File: src/rtl/rvga_debug_tracer_if.sv
// Decode debug bus field widths and the interface carrying one decoded-instruction record.
// Producer drives modport o; tracer and other observers use modport i.
package rvga_dbg_pkg;
  localparam int OPC_W   = 7;
  localparam int ITYPE_W = 3;
  localparam int BROP_W  = 3;
  localparam int LDOP_W  = 3;
  localparam int STROP_W = 2;
  localparam int ARTOP_W = 4;
  localparam int ENTRY_W = OPC_W + ITYPE_W + BROP_W + LDOP_W + STROP_W + ARTOP_W;
endpackage

interface rvga_debugbus_if;
  import rvga_dbg_pkg::*;
  logic [OPC_W-1:0]   opcode;
  logic [ITYPE_W-1:0] inst_type;
  logic [BROP_W-1:0]  brop;
  logic [LDOP_W-1:0]  ldop;
  logic [STROP_W-1:0] strop;
  logic [ARTOP_W-1:0] artop;

  modport i (input  opcode, inst_type, brop, ldop, strop, artop);
  modport o (output opcode, inst_type, brop, ldop, strop, artop);
endinterface

File: src/rtl/rvga_debug_tracer.sv
// Decode trace FIFO with per-class counters; a push is visible at the head one cycle later.
// Full FIFO drops captures (sticky overflow + drop count) unless the head pops in the same cycle.
module rvga_debug_tracer
  import rvga_dbg_pkg::*;
#(
  parameter int DEPTH = 16,
  parameter int CNT_W = 32
) (
  input  logic                     clk,
  input  logic                     rst_n,
  rvga_debugbus_if.i               dbg,
  input  logic                     dbg_valid_i,
  input  logic                     freeze_i,
  input  logic                     clear_i,
  output logic                     trace_valid_o,
  input  logic                     trace_ready_i,
  output logic [ENTRY_W-1:0]       trace_data_o,
  output logic [$clog2(DEPTH):0]   count_o,
  output logic [CNT_W-1:0]         br_cnt_o,
  output logic [CNT_W-1:0]         ld_cnt_o,
  output logic [CNT_W-1:0]         st_cnt_o,
  output logic [CNT_W-1:0]         alu_cnt_o,
  output logic [CNT_W-1:0]         drop_cnt_o,
  output logic                     overflow_o
);
  localparam int AW = $clog2(DEPTH);
  localparam logic [AW:0]      FULL_CNT = DEPTH[AW:0];
  localparam logic [AW:0]      PTR_ONE  = 1;
  localparam logic [CNT_W-1:0] CNT_ONE  = 1;

  logic [ENTRY_W-1:0] mem [DEPTH];
  logic [AW:0]        wr_ptr, rd_ptr;
  logic [ENTRY_W-1:0] entry;
  logic               full, pop, cap, push, drop;
  logic               is_br, is_ld, is_st, is_alu;

  function automatic logic [CNT_W-1:0] sat_inc(input logic [CNT_W-1:0] v);
    return (&v) ? v : v + CNT_ONE;
  endfunction

  assign entry = {dbg.opcode, dbg.inst_type, dbg.brop, dbg.ldop, dbg.strop, dbg.artop};

  // Extra pointer MSB separates full from empty; wrap is plain binary rollover.
  assign count_o       = wr_ptr - rd_ptr;
  assign full          = (count_o == FULL_CNT);
  assign trace_valid_o = (count_o != '0);
  assign trace_data_o  = mem[rd_ptr[AW-1:0]];

  assign pop  = trace_valid_o & trace_ready_i;
  assign cap  = dbg_valid_i & ~freeze_i & ~clear_i;
  assign push = cap & (~full | pop);
  assign drop = cap & full & ~pop;

  assign is_br  = (dbg.opcode == 7'b1100011);
  assign is_ld  = (dbg.opcode == 7'b0000011);
  assign is_st  = (dbg.opcode == 7'b0100011);
  assign is_alu = (dbg.opcode == 7'b0110011) || (dbg.opcode == 7'b0010011);

  always_ff @(posedge clk or negedge rst_n) begin
    if (!rst_n) begin
      for (int i = 0; i < DEPTH; i++) mem[i] <= '0;
    end else if (push) begin
      mem[wr_ptr[AW-1:0]] <= entry;
    end
  end

  always_ff @(posedge clk or negedge rst_n) begin
    if (!rst_n) begin
      wr_ptr     <= '0;
      rd_ptr     <= '0;
      br_cnt_o   <= '0;
      ld_cnt_o   <= '0;
      st_cnt_o   <= '0;
      alu_cnt_o  <= '0;
      drop_cnt_o <= '0;
      overflow_o <= 1'b0;
    end else if (clear_i) begin
      wr_ptr     <= '0;
      rd_ptr     <= '0;
      br_cnt_o   <= '0;
      ld_cnt_o   <= '0;
      st_cnt_o   <= '0;
      alu_cnt_o  <= '0;
      drop_cnt_o <= '0;
      overflow_o <= 1'b0;
    end else begin
      if (push) wr_ptr <= wr_ptr + PTR_ONE;
      if (pop)  rd_ptr <= rd_ptr + PTR_ONE;
      // Class counters track every accepted capture, dropped or not.
      if (cap && is_br)  br_cnt_o  <= sat_inc(br_cnt_o);
      if (cap && is_ld)  ld_cnt_o  <= sat_inc(ld_cnt_o);
      if (cap && is_st)  st_cnt_o  <= sat_inc(st_cnt_o);
      if (cap && is_alu) alu_cnt_o <= sat_inc(alu_cnt_o);
      if (drop) begin
        drop_cnt_o <= sat_inc(drop_cnt_o);
        overflow_o <= 1'b1;
      end
    end
  end
endmodule

File: src/flat_wrapper.sv
// flat-port wrapper written by rule: the top's interface ports become plain ports
module rvga_debug_tracer_flat import rvga_dbg_pkg::*;
#(
  parameter int DEPTH = 16,
  parameter int CNT_W = 32
)
  (clk, rst_n, dbg_valid_i, freeze_i, clear_i, trace_valid_o, trace_ready_i, trace_data_o, count_o, br_cnt_o, ld_cnt_o, st_cnt_o, alu_cnt_o, drop_cnt_o, overflow_o, dbg_opcode, dbg_inst_type, dbg_brop, dbg_ldop, dbg_strop, dbg_artop);
  rvga_debugbus_if dbg_i ();
  input  logic clk;
  input  logic rst_n;
  input  logic dbg_valid_i;
  input  logic freeze_i;
  input  logic clear_i;
  output logic trace_valid_o;
  input  logic trace_ready_i;
  output logic [ENTRY_W-1:0] trace_data_o;
  output logic [$clog2(DEPTH):0] count_o;
  output logic [CNT_W-1:0] br_cnt_o;
  output logic [CNT_W-1:0] ld_cnt_o;
  output logic [CNT_W-1:0] st_cnt_o;
  output logic [CNT_W-1:0] alu_cnt_o;
  output logic [CNT_W-1:0] drop_cnt_o;
  output logic overflow_o;
  input wire logic [$bits(dbg_i.opcode)-1:0] dbg_opcode;
  input wire logic [$bits(dbg_i.inst_type)-1:0] dbg_inst_type;
  input wire logic [$bits(dbg_i.brop)-1:0] dbg_brop;
  input wire logic [$bits(dbg_i.ldop)-1:0] dbg_ldop;
  input wire logic [$bits(dbg_i.strop)-1:0] dbg_strop;
  input wire logic [$bits(dbg_i.artop)-1:0] dbg_artop;
  assign dbg_i.opcode = dbg_opcode;
  assign dbg_i.inst_type = dbg_inst_type;
  assign dbg_i.brop = dbg_brop;
  assign dbg_i.ldop = dbg_ldop;
  assign dbg_i.strop = dbg_strop;
  assign dbg_i.artop = dbg_artop;
  rvga_debug_tracer #(.DEPTH(DEPTH), .CNT_W(CNT_W)) u_core (.clk(clk), .rst_n(rst_n), .dbg(dbg_i), .dbg_valid_i(dbg_valid_i), .freeze_i(freeze_i), .clear_i(clear_i), .trace_valid_o(trace_valid_o), .trace_ready_i(trace_ready_i), .trace_data_o(trace_data_o), .count_o(count_o), .br_cnt_o(br_cnt_o), .ld_cnt_o(ld_cnt_o), .st_cnt_o(st_cnt_o), .alu_cnt_o(alu_cnt_o), .drop_cnt_o(drop_cnt_o), .overflow_o(overflow_o));
endmodule
File: config.mk
export PLATFORM = sky130hd
export DESIGN_NAME = rvga_debug_tracer_flat
export DESIGN_NICKNAME = d
export VERILOG_FILES = /design/src/rtl/rvga_debug_tracer_if.sv /design/src/rtl/rvga_debug_tracer.sv /design/src/flat_wrapper.sv
export SDC_FILE = /design/constraint.sdc
export NUM_CORES = 1
export LEC_CHECK = 0
export CAP_MARGIN = 30
export CORE_MARGIN = 1
export CORE_UTILIZATION = 50
export CTS_CLUSTER_DIAMETER = 200
export DETAILED_ROUTE_END_ITERATION = 8
export HOLD_SLACK_MARGIN = 0.1
export PLACE_DENSITY = 0.71
export SYNTH_ARGS = -nofsm -noshare
export SYNTH_HDL_FRONTEND = slang
export SYNTH_SLANG_ARGS = --single-unit
File: constraint.sdc
create_clock -name clk -period 4 [get_ports clk]
set_input_delay 0.8 -clock clk [delete_from_list [all_inputs] [get_ports clk]]
set_output_delay 0.8 -clock clk [all_outputs]
set_load 0.02 [all_outputs]
* Yosys cells after proc, flatten, opt, wreduce, memory -nomap -nowiden
Cells that the tools add are included.
Widths: inputs -> output; s select.
** Cells by class
- $add $sub $neg :: 8
- $lt $le $gt $ge :: 3
- Eq/ne operators :: 11
- Muxes and demuxes :: 27
- Bitwise logic cells :: 13
- Reductions and logical operators :: 24
** Operators by type and width (number)
- $mux 32 :: 15
- $bwmux 352 :: 1
- $add 32x1->32 const B :: 5
- $reduce_and 32->1 :: 5
- $bmux 22 s4 :: 1
- $demux 22 s4 :: 1
- $mux 22 :: 3
- $mux 5 :: 4
- $eq 7x6->1 const B :: 2
- $reduce_bool 2->1 :: 7
- $add 5x1->5 const B :: 2
- $ge 5x5->1 const B :: 2
- $ne 2x2->1 const B :: 5
- $not 4->5 :: 2
- $reduce_and 2->1 :: 5
- $eq 7x2->1 const B :: 1
- $eq 7x5->1 const B :: 1
- $eq 7x7->1 const B :: 1
- $and 1x1->1 :: 6
- $eq 5x5->1 const B :: 1
- $logic_and 1x1->1 :: 5
- $lt 5x1->1 const B :: 1
- $reduce_bool 5->1 :: 1
- $sub 5x5->5 :: 1
- other kinds (4) :: 8
** Storage, ports and cells
- Register bits :: 523
- Input bits :: 28
- Output and inout port bits :: 189
- Logic and storage cells :: 110

* Depth between registers and ports, before layout
- Depth after elaboration :: 7
- Mapped depth :: 13
- Mapped depth without buffers :: 9

* Least setup slack after synthesis
OpenSTA, ideal clock, no wires.
- Kind :: register to register
- Start point :: reg u_core.rd_ptr[2]
- End point :: reg u_core.mem[45] (netlist bit)
- Library setup time :: 0.125 ns
- Data arrival time :: 3.416 ns
- Data required time :: 3.875 ns
- Setup slack :: 0.459 ns
- Cell stages (with the launch flop) :: 12
- Path buffers :: 3
- Clock period less this slack :: 3.541 ns
- Cell sequence :: dfrtp_1 > inv_2 > buf_1 > ha_1 > xnor2_1 > nor2_1 > mux2i_1 > o21a_1 > buf_2 > nand4_1 > buf_2 > mux2_2
** On the way
- Longest elaborated chain between the ends :: 5
- Elaborated cells on any way between the ends :: 7
- Those cells by class :: add/sub: 1; eq/ne: 1; bitwise: 4; reduce/logical: 1
** Ends and longest elaborated chain
- from (decl) :: line rvga_debug_tracer.sv:32 : logic [AW:0] wr_ptr, rd_ptr;
- from (signal assigned) :: line rvga_debug_tracer.sv:88 : if (pop) rd_ptr <= rd_ptr + PTR_ONE;
- $sub 5x5->5 * :: line rvga_debug_tracer.sv:44 : assign count_o = wr_ptr - rd_ptr;
- net count_o[2] :: line flat_wrapper.sv:17 : output logic [$clog2(DEPTH):0] count_o;
- $reduce_bool 5->1 / $eq 5x5->1 (equally long branches) :: line rvga_debug_tracer.sv:46, rvga_debug_tracer.sv:45
- $and 1x1->1 / $not 1->1 (equally long branches) :: line rvga_debug_tracer.sv:49, rvga_debug_tracer.sv:51
- $or 1x1->1 * :: line rvga_debug_tracer.sv:51 : assign push = cap & (~full | pop);
- $and 1x1->1 * :: line rvga_debug_tracer.sv:51
- to (signal, indexed assignment) :: line rvga_debug_tracer.sv:63 : mem[wr_ptr[AW-1:0]] <= entry;
- to (decl) :: line rvga_debug_tracer.sv:31 : logic [ENTRY_W-1:0] mem [DEPTH];
Mark *: on every way through the listed nets, which the timed path passes. The rest lies on a longest branch.
A chain may end at the register's enable or synchronous reset.

* Worst setup path in the final report
- Start point :: reg u_core.rd_ptr[0]
- End point :: out trace_data_o[6]
** On the way
- Longest elaborated chain between the ends :: 4
** Ends and longest elaborated chain
- $not 4->5 (implied by the code) :: line rvga_debug_tracer.sv:47 : assign trace_data_o = mem[rd_ptr[AW-1:0]];
- $bmux 22 s4 :: line rvga_debug_tracer.sv:47
- $mux 22 (implied by the code) (2 in a row) :: line rvga_debug_tracer.sv:47
- to (decl) :: line flat_wrapper.sv:16 : output logic [ENTRY_W-1:0] trace_data_o;
No other way between the ends. The select of a mux whose other input is x is not followed.

==> results.md <==
- In this run, synthesis inferred 0 flip-flops with an integrated enable.
- The number of buffers between clock root and the deepest sink is 3.
- The setup path with the least slack is of type reg2out.
- The most common cell after layout, fill and taps aside is sky130_fd_sc_hd__dfrtp_1.
- The largest net degree at the start of global routing is 100.
- The net count of the finished layout is 2210.
- The total of max-cap violations is 0.
- The detailed-router iteration count before antenna repair is 5.
- The number of vias per cell after detailed routing is 5.99.
- The standard-cell row count is 81.
- The number of slew-limit violations in the final report is 0.
- STA puts the critical path data arrival time at 3.10 ns.
- In this run, synthesis produced a sequential element count of 523.
- The final hold violation count is 0.
- The later pin in the worst-skew pair is clocked with a latency of 0.61 ns.
- In this run the number of H-tree levels came out at 2.
- The total leakage power is 13.4 nW.
- Between clock sinks in the finished design, the worst skew comes to 0.0170 ns.
- The clock edge transition at the registers on the reported setup and hold paths is 0.06 ns.
- The vias after detailed routing is 17200.
- The post-synth net total is 1986.
- For this run, the leading register cell type out of synthesis is sky130_fd_sc_hd__dfrtp_1.
- Counting every sink on the clock net gives 523.
- Measured against its own limit, the worst slew margin works out to 0.324.
- The timing-limited maximum frequency is 257 MHz.
- The relative area change from synthesis to final layout is 20.5%.
- After global routing the overflow that remains totals 0.
- For this block, the initial DRC count from the detailed router was 1139.
- Dividing total power by cell area gives a power density of 455 mW/mm2.
- At the end of routability-driven placement, the weighted congestion stood at 0.871.
- The number of failing setup endpoints in the final timing report is 0.
- The number of unique standard cell types used by synthesis is 58.
- The remaining number of nets flagged by the antenna check after routing is 0.
- The all-layer global routing usage is 0.256.
- The highest fanout seen on the critical path is 35.
- From left edge to right edge, the die measures 226 um.
- Subtracting the final worst setup slack from the clock period gives 3.90 ns.
- Counting every instance in the synthesized netlist gives 1943.
- Port buffering added 216 buffers.
- The diode insertion count for antenna repair is 0.
- In the layout the commonest cells are sky130_fd_sc_hd__dfrtp_1, sky130_fd_sc_hd__mux2_2, sky130_fd_sc_hd__clkdlybuf4s50_1.
- STA classifies the critical path startpoint as a flop.
- The I/O pin total is 217.
- The via count of the first global-routing pass is 17700.
- The share of the Yosys chip area taken by registers is 0.522.
- The class of the most critical hold timing path is in2async.
- Clock tree synthesis selected as its root buffer the cell sky130_fd_sc_hd__clkbuf_16.
- The clock tree from TritonCTS is done.
- The xor/xnor cell area share of the yosys netlist is 0.0381.
- The global-route wire length before repair is 101000 um.
- For this run, design rule violations remaining after detail routing come to 0.
- In this run the cell area of the synthesized design comes to 0.0251 mm2.
- By area, the combinational part of the netlist is dominated by multiplexers.
- In the final layout, the share of cells above drive strength 1 is 0.289.
- The element type at the critical path end is an output pin.
- The number of buffers inserted to repair setup after CTS is 0.
- After synthesis, the mean cell area works out to 12.9 um2.
- The core box area is 0.0492 mm2.
- The die outline height is 226 um.
- Of the total synthesized cell area, the portion taken by full adders, half adders and majority gates is 0.00779.
- The routed design has 63900 um of wire.
- Of the total synthesized cell area, the portion taken by AND, OR, NAND and NOR gates is 0.115.
- The slew of the pin with the lowest slew margin is 1.01 ns.
- For this run, asynchronously set or reset flops after synthesis account for 1.00.
- The largest voltage drop on the vdd net is 0.368 mV.
- Of the available clock period, the critical path in the final layout requires 0.975.
- The required time of the worst setup path is 3.20 ns.
- The number of buffers inserted during clock tree synthesis is 55.
- Setup repair after global routing left no endpoint under its margin.
- The total half-perimeter wirelength after legalization and detailed placement is 40600 um.
- The flow ran to the end, and the final reports show no timing, DRC or antenna violations.
- The initial antenna violation count is 1.
- The effective utilization at floorplan is 0.510.
- The mux share of post-synthesis cell area is 0.262.
- The compound-gate portion of the synthesized area is 0.0300.
- In the final routed layout, each cell accounts on average for 22.2 um.
- The minimum hold slack is 0.170 ns.
- For this design, the CTS-stage hold fixing added 0 buffers.
- The die area is 0.0510 mm2.
- Power comes to 13.7 mW.
- The number of synthesis warnings is 0.
-- layer usage --
metal  part of all wire  routed length (um)  track usage
met5            0.00019                  12            0
met4              0.032                2030       0.0840
met3              0.057                3670       0.0526
met2               0.48               30400        0.404
met1               0.43               27700        0.356
-- power breakdown --
part / switching [mW] / leakage, nW / total, mW / internal (mW)
Sequential: 0.169 / 7.21 / 5.73 / 5.56
Clock: 2.14 / 0.922 / 5.28 / 3.15
Combinational: 1.39 / 5.23 / 2.72 / 1.33
-- state kept, by name, indices dropped and copies added, names as in the netlist --
register and count:
u_core.mem 352, u_core.alu_cnt_o 32, u_core.br_cnt_o 32, u_core.drop_cnt_o 32
u_core.ld_cnt_o 32, u_core.st_cnt_o 32, u_core.rd_ptr 5, u_core.wr_ptr 5
u_core.overflow_o 1
-- worst max-delay path, stage by stage (launching register included) --
cell and delay (ns):
sky130_fd_sc_hd__dfrtp_4 0.53, sky130_fd_sc_hd__buf_16 0.31, sky130_fd_sc_hd__mux4_2 0.55, sky130_fd_sc_hd__mux4_2 0.51, sky130_fd_sc_hd__clkdlybuf4s50_1 0.56
-- through the flow --
step                worst slack [ns]  cells  area, um2  TNS, ns   util
floorplan                      0.459   1943      25100        0      -
CTS                          -0.0747   2875      30200   -0.650  0.614
finish                         0.101   2875      30200        0  0.614
detailed placement             0.455   2773      28300        0  0.575
global placement               0.442   2772      28200        0  0.574
global route                 0.00129   2875      30200        0  0.614
-- cell families (layout without fill, tap and decap cells) --
kind of cell,after synthesis,after routing
AOI/OAI and AO/OA,131,131
xor gates and xnor gates,109,109
DFF,523,523
buffers and inverters,155,423
and+or+nand+nor,535,535
adders and majority gates,15,15
muxes,475,475
-- path summary, 6_finish.rpt --
path,from,end,slack (ns),cells past startpoint
min in group clk,u_core.mem[11],u_core.mem[11],0.50,1
max in group asynchronous,rst_n,u_core.alu_cnt_o[13],2.56,2
setup / recovery,u_core.rd_ptr[0],trace_data_o[6],0.10,4
hold / removal,rst_n,u_core.mem[249],0.17,1
hold reg to reg,u_core.mem[11],u_core.mem[11],0.50,1
setup reg to reg,u_core.rd_ptr[0],u_core.mem[16],0.32,9
-- area by class of cell --
type                       count  area (um2)
clock buffer                  86        1640
clock inverter                15         240
fill                        3753       18900
inverter                      35         131
multi-input combinational   1265       11400
sequential                   523       13100
tap                          664         831
timing repair buffer         287        2890
-- what timing repair did --
item                                    in CTS  in global routing
gates cloned                                 1                  0
endpoints found under the setup margin      20                 18
gates resized for setup                      4                 11
-- synth_stat cells (all sizes together) (2+ instances only) --
library cell / number / share of area
a2111oi: 2 / 0.0012
a211oi: 5 / 0.0015
a21oi: 51 / 0.010
a41o: 2 / 0.00080
and2: 9 / 0.0022
and3: 25 / 0.0062
and4: 23 / 0.0080
buf: 52 / 0.0095
clkbuf: 68 / 0.010
dfrtp: 523 / 0.52
ha: 14 / 0.0070
inv: 35 / 0.0052
mux2: 354 / 0.16
mux2i: 11 / 0.0044
mux4: 110 / 0.099
nand2: 58 / 0.0087
nand2b: 5 / 0.0012
nand3: 78 / 0.016
nand3b: 3 / 0.00090
nand4: 47 / 0.012
nand4b: 4 / 0.0016
nand4bb: 2 / 0.00090
nor2: 148 / 0.022
nor2b: 6 / 0.0015
nor3: 28 / 0.0056
nor3b: 6 / 0.0018
nor4: 28 / 0.0083
nor4b: 5 / 0.0017
nor4bb: 2 / 0.00080
o211ai: 4 / 0.0012
o21ai: 54 / 0.011
o31ai: 6 / 0.0018
or2: 2 / 0.00050
or3: 44 / 0.011
or4: 8 / 0.0024
xnor2: 65 / 0.023
xor2: 44 / 0.015
Power figures use the tool's default switching activity.
==> variant (same settings) <==
Make the reset (`rst_n`) synchronous in 2 clocked blocks.
--- a/src/rtl/rvga_debug_tracer.sv
+++ b/src/rtl/rvga_debug_tracer.sv
@@ -56,7 +56,7 @@
   assign is_st  = (dbg.opcode == 7'b0100011);
   assign is_alu = (dbg.opcode == 7'b0110011) || (dbg.opcode == 7'b0010011);
 
-  always_ff @(posedge clk or negedge rst_n) begin
+  always_ff @(posedge clk) begin
     if (!rst_n) begin
       for (int i = 0; i < DEPTH; i++) mem[i] <= '0;
     end else if (push) begin
@@ -64,7 +64,7 @@
     end
   end
 
-  always_ff @(posedge clk or negedge rst_n) begin
+  always_ff @(posedge clk) begin
     if (!rst_n) begin
       wr_ptr     <= '0;
       rd_ptr     <= '0;
Check against the original RTL: differs if rst_n is asserted again (counterexample within 4 cycles, from zero or initial values and one cycle with rst_n low); with rst_n held inactive, the same outputs for 4 cycles.
==> variant against the original RTL <==
Global-route usage shrank 0.36 points. Setup slack gained 0.030 ns. Sequential cell count grew 4. Fmax grew 0.78%. Synthesized area shrank 1.6%. First-iteration DRC count is essentially flat. Cell area shrank 1.9%. Hold slack gained 0.34 ns. Wire length shrank 1.8%.
Power is not compared: it rests on default switching activity, and its combinational part moved more than twofold at a synthesized area within 25%.
==> variant: results (changes against the original RTL) <==
| Metric | Value |
|---|---|
| Status | completed (unchanged) |
| FF-to-FF path depth | 12 (was 9) |
| Vias in the first global route | 16844 (was 17656) |
| Number of synthesized flops with an enable pin | 352 (was 0) |
| Metal3 WL | 4.84 mm (was 3.67 mm) |
| RR Startpoint | u_core.wr_ptr[0] (was u_core.rd_ptr[0]) |
| Post-synthesis share of cell area spent on xor and xnor gates | 3.91% (was 3.81%) |
| Die boundary width | 224 um (was 226 um) |
| Crit-path max FO | 88 (was 35) |
| Fin Clk Skew | 0.0128 ns (was 0.0170 ns) |
| Top post-synthesis cells by count | and2_1, edfxtp_1, dfxtp_1 (was dfrtp_1, mux2_2, nor2_1) |
| Synth area leaders | edfxtp_1, dfxtp_1, mux4_2 (was dfrtp_1, mux2_2, mux4_2) |
| Clk_lat worst skew | 0.59 ns (was 0.61 ns) |
| Hold WC Path Type | flop to flop (was input pin to async pin) |
| First-pass GRT wire length | 96.6 mm (was 101 mm) |
| Reg area | 14100 um^2 (was 13100 um^2) |
| Worst r2r dst | u_core.mem[13][13] (was u_core.mem[16]) |
| Worst slew pin tran | 1.03 ns (was 1.01 ns) |
| Final GP Congestion | 0.835 (was 0.871) |
| CTS buffer count | 54 (was 55) |
| Detailed Route WL | 62.7 mm (was 63.9 mm) |
| DR vias/cell | 5.75 (was 5.99) |
| Hold slack | 0.507 ns (was 0.170 ns) |
| Mux contribution to synthesized area | 10.4% (was 26.2%) |
| Initial antenna violation count | 2 (was 1) |
| Fraction of registers with async set/reset | 0% (was 100%) |
| GRT Total Usage | 25.3% (was 25.6%) |
| CP endpoint | trace_data_o[3] (was trace_data_o[6]) |
| Flop2flop setup slack | 0.41 ns (was 0.32 ns) |
| Layout fillers | 3822 (was 3753) |
[variant: cell count changes after synthesis, moves of 14 or more]
cell / unedited run / this run
clkbuf_1: 68 / 86
mux2_2: 353 / 0
nand2b_1: 5 / 19
dfxtp_1: 0 / 175
edfxtp_1: 0 / 352
and2_1: 8 / 359
xnor2_1: 65 / 46
nand4_1: 46 / 65
xor2_1: 44 / 64
dfrtp_1: 523 / 0
[variant: report_power, final]
group          total, mW  internal (mW)  switching (mW)  leakage, nW
clock network       5.17           3.10            2.07        0.894
logic              0.611          0.250           0.362         4.03
registers           5.95           5.92          0.0358         5.05
total               11.7           9.27            2.46         9.97
[variant: repair_timing]
action,CTS,global route
hold endpoints to repair,0,0
gates cloned,0,0
pin swaps,1,0
resized for setup,1,4
endpoints found under the setup margin,2,6
buffers inserted,2,0
[variant: routing by layer]
metal,global-route usage (%),up-vias
met4,6.96,0
met1,32.1,8343
met5,0,-
met2,42.6,536
li1,-,7628
met3,6.73,107
